--- src/rtl/isa_host_pkg.sv ---
// Shared command, status, control-bit and state definitions for the ISA host command port.
package isa_host_pkg;

  localparam logic [7:0] CMD_READ  = 8'h01;
  localparam logic [7:0] CMD_WRITE = 8'h02;

  localparam logic [1:0] ST_OK      = 2'b00;
  localparam logic [1:0] ST_BADCMD  = 2'b01;
  localparam logic [1:0] ST_TIMEOUT = 2'b10;

  localparam int CTL_READ  = 0;
  localparam int CTL_WRITE = 1;

  typedef enum logic [2:0] {
    GET_CMD  = 3'd0,
    GET_ALO  = 3'd1,
    GET_AHI  = 3'd2,
    GET_DATA = 3'd3,
    ISSUE    = 3'd4,
    WAIT_BUS = 3'd5
  } state_t;

  // One-hot request byte for control_out; bits 7:2 are never set.
  function automatic logic [7:0] ctl_request(input logic is_write);
    logic [7:0] ctl;
    ctl = 8'h00;
    if (is_write) ctl[CTL_WRITE] = 1'b1;
    else          ctl[CTL_READ]  = 1'b1;
    return ctl;
  endfunction

endpackage

--- src/rtl/isa_host_command_port_strobe_sync.sv ---
// Brings the asynchronous host strobe into the clock_8MHz domain and flags its rising edge.
module host_strobe_sync #(
  parameter int SYNC_STAGES = 2
) (
  input  logic clock_8MHz,
  input  logic reset,
  input  logic host_strobe,
  output logic strobe_level,
  output logic strobe_rise
);

  logic [SYNC_STAGES-1:0] sync_q;
  logic                   level_q;

  always_ff @(posedge clock_8MHz or negedge reset) begin
    if (!reset) begin
      sync_q  <= '0;
      level_q <= 1'b0;
    end else begin
      sync_q  <= {sync_q[SYNC_STAGES-2:0], host_strobe};
      level_q <= sync_q[SYNC_STAGES-1];
    end
  end

  assign strobe_level = sync_q[SYNC_STAGES-1];
  assign strobe_rise  = strobe_level & ~level_q;

endmodule

--- src/rtl/isa_host_command_port.sv ---
// Host-side frame receiver that turns read/write byte frames into ISA bus requests
// and reports read data and completion status back to the host.
module isa_host_command_port
  import isa_host_pkg::*;
#(
  parameter int SYNC_STAGES    = 2,
  parameter int TIMEOUT_CYCLES = 32
) (
  input  logic        clock_8MHz,
  input  logic        reset,
  input  logic [7:0]  host_data_in,
  input  logic        host_strobe,
  output logic        host_ack,
  output logic        host_busy,
  output logic [7:0]  host_data_out,
  output logic [1:0]  host_status,
  output logic [7:0]  control_out,
  input  logic        control_reset,
  input  logic        data_load,
  output logic [15:0] isa_address,
  output logic [7:0]  isa_write_data,
  input  logic [7:0]  isa_read_data
);

  localparam int TIMER_W = $clog2(TIMEOUT_CYCLES + 1);

  state_t             state, state_d;
  logic               strobe_level, strobe_rise, byte_accept;
  logic               is_write, is_write_d;
  logic [15:0]        addr_reg, addr_reg_d;
  logic [7:0]         wdata_reg, wdata_reg_d;
  logic [7:0]         rd_buf, rd_buf_d;
  logic               rd_valid, rd_valid_d;
  logic [TIMER_W-1:0] timer, timer_d;
  logic               ack_d, busy_d;
  logic [7:0]         data_out_d, control_d, write_data_d;
  logic [1:0]         status_d;
  logic [15:0]        address_d;

  host_strobe_sync #(
    .SYNC_STAGES (SYNC_STAGES)
  ) u_strobe_sync (
    .clock_8MHz   (clock_8MHz),
    .reset        (reset),
    .host_strobe  (host_strobe),
    .strobe_level (strobe_level),
    .strobe_rise  (strobe_rise)
  );

  // Bytes are only taken while the FSM is collecting a frame and the previous ack has dropped.
  assign byte_accept = strobe_rise && !host_ack &&
                       (state inside {GET_CMD, GET_ALO, GET_AHI, GET_DATA});

  always_ff @(posedge clock_8MHz or negedge reset) begin
    if (!reset) begin
      state          <= GET_CMD;
      is_write       <= 1'b0;
      addr_reg       <= '0;
      wdata_reg      <= '0;
      rd_buf         <= '0;
      rd_valid       <= 1'b0;
      timer          <= '0;
      host_ack       <= 1'b0;
      host_busy      <= 1'b0;
      host_data_out  <= '0;
      host_status    <= ST_OK;
      control_out    <= '0;
      isa_address    <= '0;
      isa_write_data <= '0;
    end else begin
      state          <= state_d;
      is_write       <= is_write_d;
      addr_reg       <= addr_reg_d;
      wdata_reg      <= wdata_reg_d;
      rd_buf         <= rd_buf_d;
      rd_valid       <= rd_valid_d;
      timer          <= timer_d;
      host_ack       <= ack_d;
      host_busy      <= busy_d;
      host_data_out  <= data_out_d;
      host_status    <= status_d;
      control_out    <= control_d;
      isa_address    <= address_d;
      isa_write_data <= write_data_d;
    end
  end

  // The bus request is loaded on the final byte's capture edge, so control_out is
  // already high during the single ISSUE cycle.
  always_comb begin
    state_d      = state;
    is_write_d   = is_write;
    addr_reg_d   = addr_reg;
    wdata_reg_d  = wdata_reg;
    rd_buf_d     = rd_buf;
    rd_valid_d   = rd_valid;
    timer_d      = timer;
    busy_d       = host_busy;
    data_out_d   = host_data_out;
    status_d     = host_status;
    control_d    = control_out;
    address_d    = isa_address;
    write_data_d = isa_write_data;

    ack_d = host_ack;
    if (byte_accept)        ack_d = 1'b1;
    else if (!strobe_level) ack_d = 1'b0;

    case (state)
      GET_CMD: begin
        if (byte_accept) begin
          status_d = ST_OK;
          if (host_data_in == CMD_READ || host_data_in == CMD_WRITE) begin
            busy_d     = 1'b1;
            is_write_d = (host_data_in == CMD_WRITE);
            rd_valid_d = 1'b0;
            state_d    = GET_ALO;
          end else begin
            busy_d   = 1'b0;
            status_d = ST_BADCMD;
          end
        end
      end
      GET_ALO: begin
        if (byte_accept) begin
          addr_reg_d[7:0] = host_data_in;
          state_d         = GET_AHI;
        end
      end
      GET_AHI: begin
        if (byte_accept) begin
          addr_reg_d[15:8] = host_data_in;
          if (is_write) begin
            state_d = GET_DATA;
          end else begin
            address_d    = {host_data_in, addr_reg[7:0]};
            write_data_d = wdata_reg;
            control_d    = ctl_request(1'b0);
            state_d      = ISSUE;
          end
        end
      end
      GET_DATA: begin
        if (byte_accept) begin
          wdata_reg_d  = host_data_in;
          address_d    = addr_reg;
          write_data_d = host_data_in;
          control_d    = ctl_request(1'b1);
          state_d      = ISSUE;
        end
      end
      ISSUE: begin
        timer_d    = TIMER_W'(TIMEOUT_CYCLES);
        rd_valid_d = 1'b0;
        state_d    = WAIT_BUS;
      end
      WAIT_BUS: begin
        timer_d = (timer != '0) ? timer - TIMER_W'(1) : '0;
        if (!is_write && !data_load) begin
          rd_buf_d   = isa_read_data;
          rd_valid_d = 1'b1;
        end
        // Completion beats a simultaneous timeout; read data reaches the host only on success.
        if (!control_reset) begin
          if (!is_write) begin
            if (!data_load)    data_out_d = isa_read_data;
            else if (rd_valid) data_out_d = rd_buf;
          end
          control_d = '0;
          busy_d    = 1'b0;
          status_d  = ST_OK;
          state_d   = GET_CMD;
        end else if (timer <= TIMER_W'(1)) begin
          control_d = '0;
          busy_d    = 1'b0;
          status_d  = ST_TIMEOUT;
          state_d   = GET_CMD;
        end
      end
      default: state_d = GET_CMD;
    endcase
  end

endmodule

--- config.mk ---
export PLATFORM = sky130hd
export DESIGN_NAME = isa_host_command_port
export DESIGN_NICKNAME = d
export VERILOG_FILES = /design/src/rtl/isa_host_pkg.sv /design/src/rtl/isa_host_command_port_strobe_sync.sv /design/src/rtl/isa_host_command_port.sv
export SDC_FILE = /design/constraint.sdc
export NUM_CORES = 1
export LEC_CHECK = 0
export BUFFER_PORTS_ARGS = -buffer_cell sky130_fd_sc_hd__buf_4
export CAP_MARGIN = 20
export CORE_ASPECT_RATIO = 0.5
export CORE_MARGIN = 3
export CORE_UTILIZATION = 39
export DETAILED_ROUTE_END_ITERATION = 10
export PLACE_DENSITY = 0.64
export SLEW_MARGIN = 10
export SYNTH_ARGS = -nofsm -noshare
export SYNTH_HDL_FRONTEND = slang
export SYNTH_SLANG_ARGS = --single-unit
--- constraint.sdc ---
create_clock -name clock_8MHz -period 3.5 [get_ports clock_8MHz]
set_input_delay 0.35 -clock clock_8MHz [delete_from_list [all_inputs] [get_ports clock_8MHz]]
set_output_delay 0.35 -clock clock_8MHz [all_outputs]
set_load 0.02 [all_outputs]
==> results of run 1 <==
## cell usage in the layout (no fill, tap or decap), types with 2 or more instances in the layout
master and count:
nand2b_1 3, clkbuf_16 9, nor2_1 29, a32o_1 2, o211ai_1 2, o21ai_0 6
or3_1 2, nand2_1 7, conb_1 6, ha_1 3, mux2i_1 24, nand3_1 7
mux2_4 8, clkbuf_1 2, a21o_1 4, nor3_1 3, a21oi_1 31, clkbuf_8 2
nor4_2 2, inv_1 5, buf_4 61, and2_1 2, nor3_4 2, o21a_1 2
mux2_2 34, dfrtp_1 84
## logic make-up (layout without fill, tap and decap cells)
kind of cell,Yosys count,in the layout,synth area share
flip-flops,84,84,0.549
AO/OA/AOI/OAI,56,56,0.0938
XOR/XNOR,1,1,0.00229
other,1,6,0.000980
multiplexers,66,66,0.194
adder cells (fa/ha/maj),3,3,0.00981
buffers and inverters,24,83,0.0409
AND/OR/NAND/NOR,71,71,0.109
## routing by layer
metal	GRT usage	vias to the layer above
li1	-	1204
met1	0.179	1281
met2	0.258	42
met3	0.0410	9
met4	0.0563	0
met5	0	-
## power groups by stage
| stage | clock network [µW] | logic (µW) | registers, µW |
|---|---|---|---|
| final | 886 | 1460 | 1670 |
| after global routing | 955 | 1580 | 1730 |
| after CTS | 912 | 1480 | 1680 |
| after detailed placement | 0 | 1470 | 1690 |
| after global placement | 0 | 1420 | 1670 |
| after floorplan | 0 | 821 | 1820 |
## synth_stat cells, drive strengths merged, types with 2 or more instances
cell     n
dfrtp   84
mux2    42
a21oi   31
nor2    29
mux2i   24
buf     19
nand2    8
nand3    7
nor3     6
o21ai    6
inv      5
a21o     4
ha       3
nand2b   3
nor4     3
a32o     2
and2     2
nand3b   2
o211ai   2
o21a     2
or3      2
or3b     2
## worst min path at each step
| stage | from | endpoint | slack [ns] |
|---|---|---|---|
| after global routing | reset | isa_write_data[5] | 0.04 |
| after global placement | u_strobe_sync.sync_q[0] | u_strobe_sync.sync_q[1] | 0.33 |
| after CTS | host_strobe | u_strobe_sync.sync_q[0] | 0.11 |
| after floorplan | reset | addr_reg[0] | 0.05 |
| after detailed placement | u_strobe_sync.sync_q[0] | u_strobe_sync.sync_q[1] | 0.37 |
| final | reset | isa_write_data[5] | -0.002 |
## through the flow
stage / setup slack [ns] / utilization
6_report: 1.39 / 0.507
5_1_grt: 1.24 / 0.507
4_1_cts: 1.36 / 0.505
3_5_place_dp: 1.38 / 0.474
3_3_place_gp: 1.49 / 0.474
2_1_floorplan: 1.71 / -
## final cells by class
cell class | instances | share of cell area
tap | 130 | 0.0351
sequential | 84 | 0.454
clock buffer | 13 | 0.0562
multi-input combinational | 203 | 0.343
inverter | 5 | 0.00405
timing repair buffer | 62 | 0.103
clock inverter | 3 | 0.00459
==> results.json, run 1 <==
{
  "hold_viol": 1,
  "grt_pass1_wl_um": 13500,
  "combinationalPowerShare": 0.363,
  "crit_family": "simple AND/OR/NAND/NOR gates",
  "hold_slack_ns": -0.00161,
  "multi_input_area_um2": 1590,
  "rsz0062_at_grt": "no",
  "post_synth_num_cell_types": 49,
  "report.final.slew_viol_count": 0,
  "ff_latch_area_um2": 2100,
  "worstSetupEndpointType": "flop",
  "clockPowerShare": 0.221,
  "async_reset_ff_frac": 1.00,
  "seqPwrFrac": 0.416,
  "fmax_mhz": 475,
  "grt_max_degree": 85,
  "crit_path_start_kind": "flop",
  "rr_endpoint": "isa_address[12]",
  "drcViolationCount": 0,
  "setup_violations": 0,
  "stdcell_count": 500,
  "ir_worst_vdd_mv": 0.299,
  "violations": "negative hold slack",
  "placed_cells": 483,
  "worstHoldPathType": "in -> async",
  "initial_core_util": 0.419,
  "track_usage": 0.149,
  "tightest_slew_ns": 0.857,
  "antenna_cells": 0,
  "cts_made_buffers": 9,
  "hpwl_um": 5480,
  "slowest_delay_ns": 0.62,
  "startpoint": "state[0]",
  "rows": 24,
  "firstDrtPassIters": 4,
  "gp_congestion": 0.738,
  "cp_num_cells": 5,
  "timing.rr.start": "state[0]",
  "cts_tree": "built",
  "p_total_uw": 4010,
  "yosys.area.top_type": "dfrtp_1",
  "clock-skew-final_ns": 0.00419,
  "required_ns": 3.76,
  "outcome": "complete, but fails checks",
  "met1Wirelength_um": 3620,
  "coreArea_um2": 9130,
  "num_vias": 2536,
  "synth.area.top_cells": "dfrtp_1 (55%), mux2_2 (10%), mux2i_1 (6.3%)",
  "maxSlewHeadroom": 0.428,
  "r2r_cells": 5,
  "cp_data_arrival_time_ns": 2.37,
  "die_area_um2": 11100,
  "ioPinCount": 65,
  "ys_seq_area_frac": 0.549,
  "synth-edff-count": 0,
  "p_int_uw": 2640,
  "clk_latency_ns": 0.34,
  "clkTransAtPathRegs_ns": 0.06,
  "numClockSinks": 84,
  "power.leakage_uw": 0.00210,
  "nets": 389,
  "ys_ff_latch": 84,
  "r2r_slack_ns": 1.39,
  "crit_path_end": "isa_address[12]",
  "ys_warn_count": 0,
  "die_h_um": 76.1,
  "cts-hold-fix-buffers": 0,
  "post_cts_buffers": 0,
  "overflow": 0,
  "ys.flop_type": "dfrtp_1",
  "cp_cell_sequence": "and4bb_2 > nor3_4 > buf_4 > nor2_1 > a21oi_1",
  "grt_pass1_vias": 2764,
  "netSwitchingPower_uw": 1380,
  "layout-area-overhead-vs-synth_pct": 21.0,
  "syn_area_per_cell_um2": 12.5,
  "drive_gt1_frac": 0.354,
  "wl_per_cell_um": 15.8,
  "drt-vias-per-instance": 5.07,
  "min_period_ns": 2.11,
  "syn_area_um2": 3830,
  "die_w_um": 146,
  "synthCells": 306,
  "clockBufferDepth": 2,
  "dr_wl_met2_um": 3880,
  "top_layer": "met4",
  "cts_resized": 0,
  "powerDensity_nw_per_um2": 867,
  "placed_area_um2": 4330,
  "antenna_found_initial": 0,
  "path_buf_inv": 1,
  "nFillCells": 810,
  "antenna_left": 0,
  "totalWireLength_um": 7910,
  "maxCapViolCount": 0,
  "clock-root-buffer": "clkbuf_16",
  "cpMaxStageDelayCell": "dfrtp_1",
  "fin_crit_sh": 0.601,
  "io_buffers": 58,
  "final.setup.tns_ns": 0,
  "htreeDepth": 3,
  "design_area_um2": 4630,
  "drt_iter0_markers": 119,
  "p_sw_frac": 0.343,
  "timing_worst_setup_path_type": "reg -> reg",
  "path_max_fanout": 18,
  "dr_wl_met3_um": 286,
  "yosysTopAreaCellShare": 0.549
}
Note: power is estimated with default switching activity, not from simulation.
==> inputs of run 2 (changes only) <==
ABC_AREA = 1   (was default)
clock period = 2.2 ns   (was 3.5 ns; I/O delays follow)
==> run 2 against run 1 <==
Net effect: final cell count rose by 25%; clock power rose by 67%; the flow now finishes without violations; critical path depth up 1; largest cell class unchanged; die area is 0.83% lower; synthesized cell count is 42% higher; combinational power is 38% higher.
==> results.json, run 2 <==
{
  "worstHoldPathType": "in -> reg",
  "design_area_um2": 4630,
  "antenna_left": 0,
  "num_vias": 3008,
  "hold_viol": 0,
  "hold_slack_ns": 0.145,
  "drt_iter0_markers": 134,
  "clock-root-buffer": "clkbuf_16",
  "coreArea_um2": 9070,
  "rsz0062_at_grt": "no",
  "clockPowerShare": 0.249,
  "layout_commonest_cell": "nand2_1",
  "crit_family": "simple AND/OR/NAND/NOR gates",
  "p_sw_frac": 0.359,
  "clk_latency_ns": 0.34,
  "maxCapViolCount": 0,
  "crit_path_start_kind": "flop",
  "ioPinCount": 65,
  "grt_pass1_wl_um": 14400,
  "htreeDepth": 3,
  "async_reset_ff_frac": 1.00,
  "placed_area_um2": 4310,
  "syn_area_per_cell_um2": 8.76,
  "tightest_slew_ns": 0.518,
  "required_ns": 2.46,
  "fin_crit_sh": 0.809,
  "nets": 515,
  "clock-skew-final_ns": 0.00872,
  "top_usage_layer": "met2",
  "synthTopCellsByCount": "nand2_1 (90), dfrtp_1 (84), o21ai_0 (64), nor2_1 (49), inv_1 (31)",
  "final.setup.tns_ns": 0,
  "mostFrequentLayoutCells": "nand2_1 (90), dfrtp_1 (84), o21ai_0 (64)",
  "outcome": "complete, no violations",
  "clockBufferDepth": 2,
  "drcViolationCount": 0,
  "yosys.area.top_type": "dfrtp_1",
  "cp_cell_sequence": "nor2_4 > nand3_4 > buf_4 > nor2_2 > nor2_1 > a21oi_1",
  "synth.area.top_cells": "dfrtp_1 (55%), nand2_1 (8.9%), o21ai_0 (8.4%)",
  "firstDrtPassIters": 4,
  "cpMaxStageDelayCell": "dfrtp_1",
  "maxSlewHeadroom": 0.655,
  "rows": 24,
  "totalWireLength_um": 8380,
  "ir_worst_vdd_mv": 0.474,
  "antenna_found_initial": 0,
  "netSwitchingPower_uw": 2130,
  "syn_area_um2": 3790,
  "worst_slack_ns": 0.419,
  "die_area_um2": 11000,
  "io_buffers": 58,
  "seqPwrFrac": 0.412,
  "post_synth_num_cell_types": 28,
  "cts_tree": "built",
  "gp_congestion": 0.802,
  "cts_resized": 0,
  "initial_core_util": 0.418,
  "drt-vias-per-instance": 4.81,
  "worstSetupEndpointType": "flop",
  "grtUsageMet1": 0.205,
  "die_w_um": 145,
  "grt_pass1_vias": 2996,
  "yosysTopAreaCellShare": 0.554,
  "cp_data_arrival_time_ns": 2.04,
  "slowest_delay_ns": 0.51,
  "ys_warn_count": 0,
  "synth-edff-count": 0,
  "p_int_uw": 3800,
  "power.leakage_uw": 0.00222,
  "timing_worst_setup_path_type": "reg -> reg",
  "numClockSinks": 84,
  "ys_seq_area_frac": 0.554,
  "grt_use_met3": 0.0529,
  "clkTransAtPathRegs_ns": 0.06,
  "yosysMostFrequentCell": "nand2_1",
  "fmax_mhz": 562,
  "track_usage": 0.165,
  "grt_util_met2": 0.279,
  "dp_slack_ns": 0.434,
  "setup_violations": 0,
  "wl_per_cell_um": 13.4,
  "path_buf_inv": 1,
  "path_max_fanout": 25,
  "powerDensity_nw_per_um2": 1280,
  "ys.flop_type": "dfrtp_1",
  "die_h_um": 75.7,
  "layout-area-overhead-vs-synth_pct": 21.9,
  "ys_ff_latch": 84,
  "cts_made_buffers": 9,
  "min_period_ns": 1.78,
  "drive_gt1_frac": 0.194,
  "overflow": 0,
  "synthCells": 433,
  "combinationalPowerShare": 0.339,
  "grt_max_degree": 47,
  "report.final.slew_viol_count": 0,
  "hpwl_um": 5810,
  "antenna_cells": 0
}
run 2: final cells by class:
cell class | instances | area (µm²)
Clock buffer | 10 | 229
Clock inverter | 6 | 63.8
Timing Repair Buffer | 66 | 513
Fill cell | 884 | 4440
Multi-Input combinational cell | 296 | 1430
Tap cell | 130 | 163
Inverter | 34 | 128
Sequential cell | 84 | 2100
run 2: final timing paths:
| kind | slack (ns) | to | from | depth (start not counted) |
|---|---|---|---|---|
| min reg2reg | 0.35 | u_strobe_sync.sync_q[1] | u_strobe_sync.sync_q[0] | 0 |
| min in group asynchronous | 0.40 | timer[1] | reset | 2 |
| max | 0.42 | wdata_reg[1] | state[2] | 6 |
| max reg2reg | 0.42 | wdata_reg[1] | state[2] | 6 |
| max in group asynchronous | 1.18 | addr_reg[5] | reset | 3 |
| min | 0.14 | addr_reg[3] | host_data_in[3] | 3 |
run 2: cell families after synthesis:
| group | count (synthesis) | share of synthesized area |
|---|---|---|
| and+or+nand+nor | 164 | 0.188 |
| AOI/OAI and AO/OA | 119 | 0.164 |
| DFF | 84 | 0.554 |
| buffers and inverters | 58 | 0.0745 |
| xor gates and xnor gates | 4 | 0.00924 |
| adders and majority gates | 3 | 0.00990 |
| other | 1 | 0.000988 |
run 2: timing repair:
action	in CTS	in global routing
hold buffers	2	0
setup endpoints to repair	0	0
setup buffers	0	0
endpoints found under the hold margin	39	0
run 2: routing by layer:
layer,share of wire,wire length (µm)
met2,0.46,3880
met4,0.013,113
met3,0.055,459
met1,0.47,3930
met5,0,0
run 2: stage by stage:
| step | util | std cells | total power, µW |
|---|---|---|---|
| 6_report | 0.510 | 626 | 5940 |
| 5_1_grt | 0.510 | 626 | 6360 |
| 4_1_cts | 0.510 | 626 | 6020 |
| 3_5_place_dp | 0.476 | 608 | 4520 |
| 3_3_place_gp | 0.476 | 608 | 4480 |
| 2_1_floorplan | - | 438 | 3700 |
run 2: tightest hold or removal path: cells and delay by family:
kind                   cells  cell delay (ns)
AND/OR/NAND/NOR            1             0.05
AO/OA/AOI/OAI              1             0.06
buffers and inverters      1             0.11
run 2: power by group through the flow:
stage               Combinational (µW)  Clock (µW)  Sequential [µW]
floorplan                          939           0             2760
global placement                  2000           0             2470
detailed placement                2040           0             2470
CTS                               2050        1510             2450
global route                      2270        1580             2510
finish                            2010        1480             2450
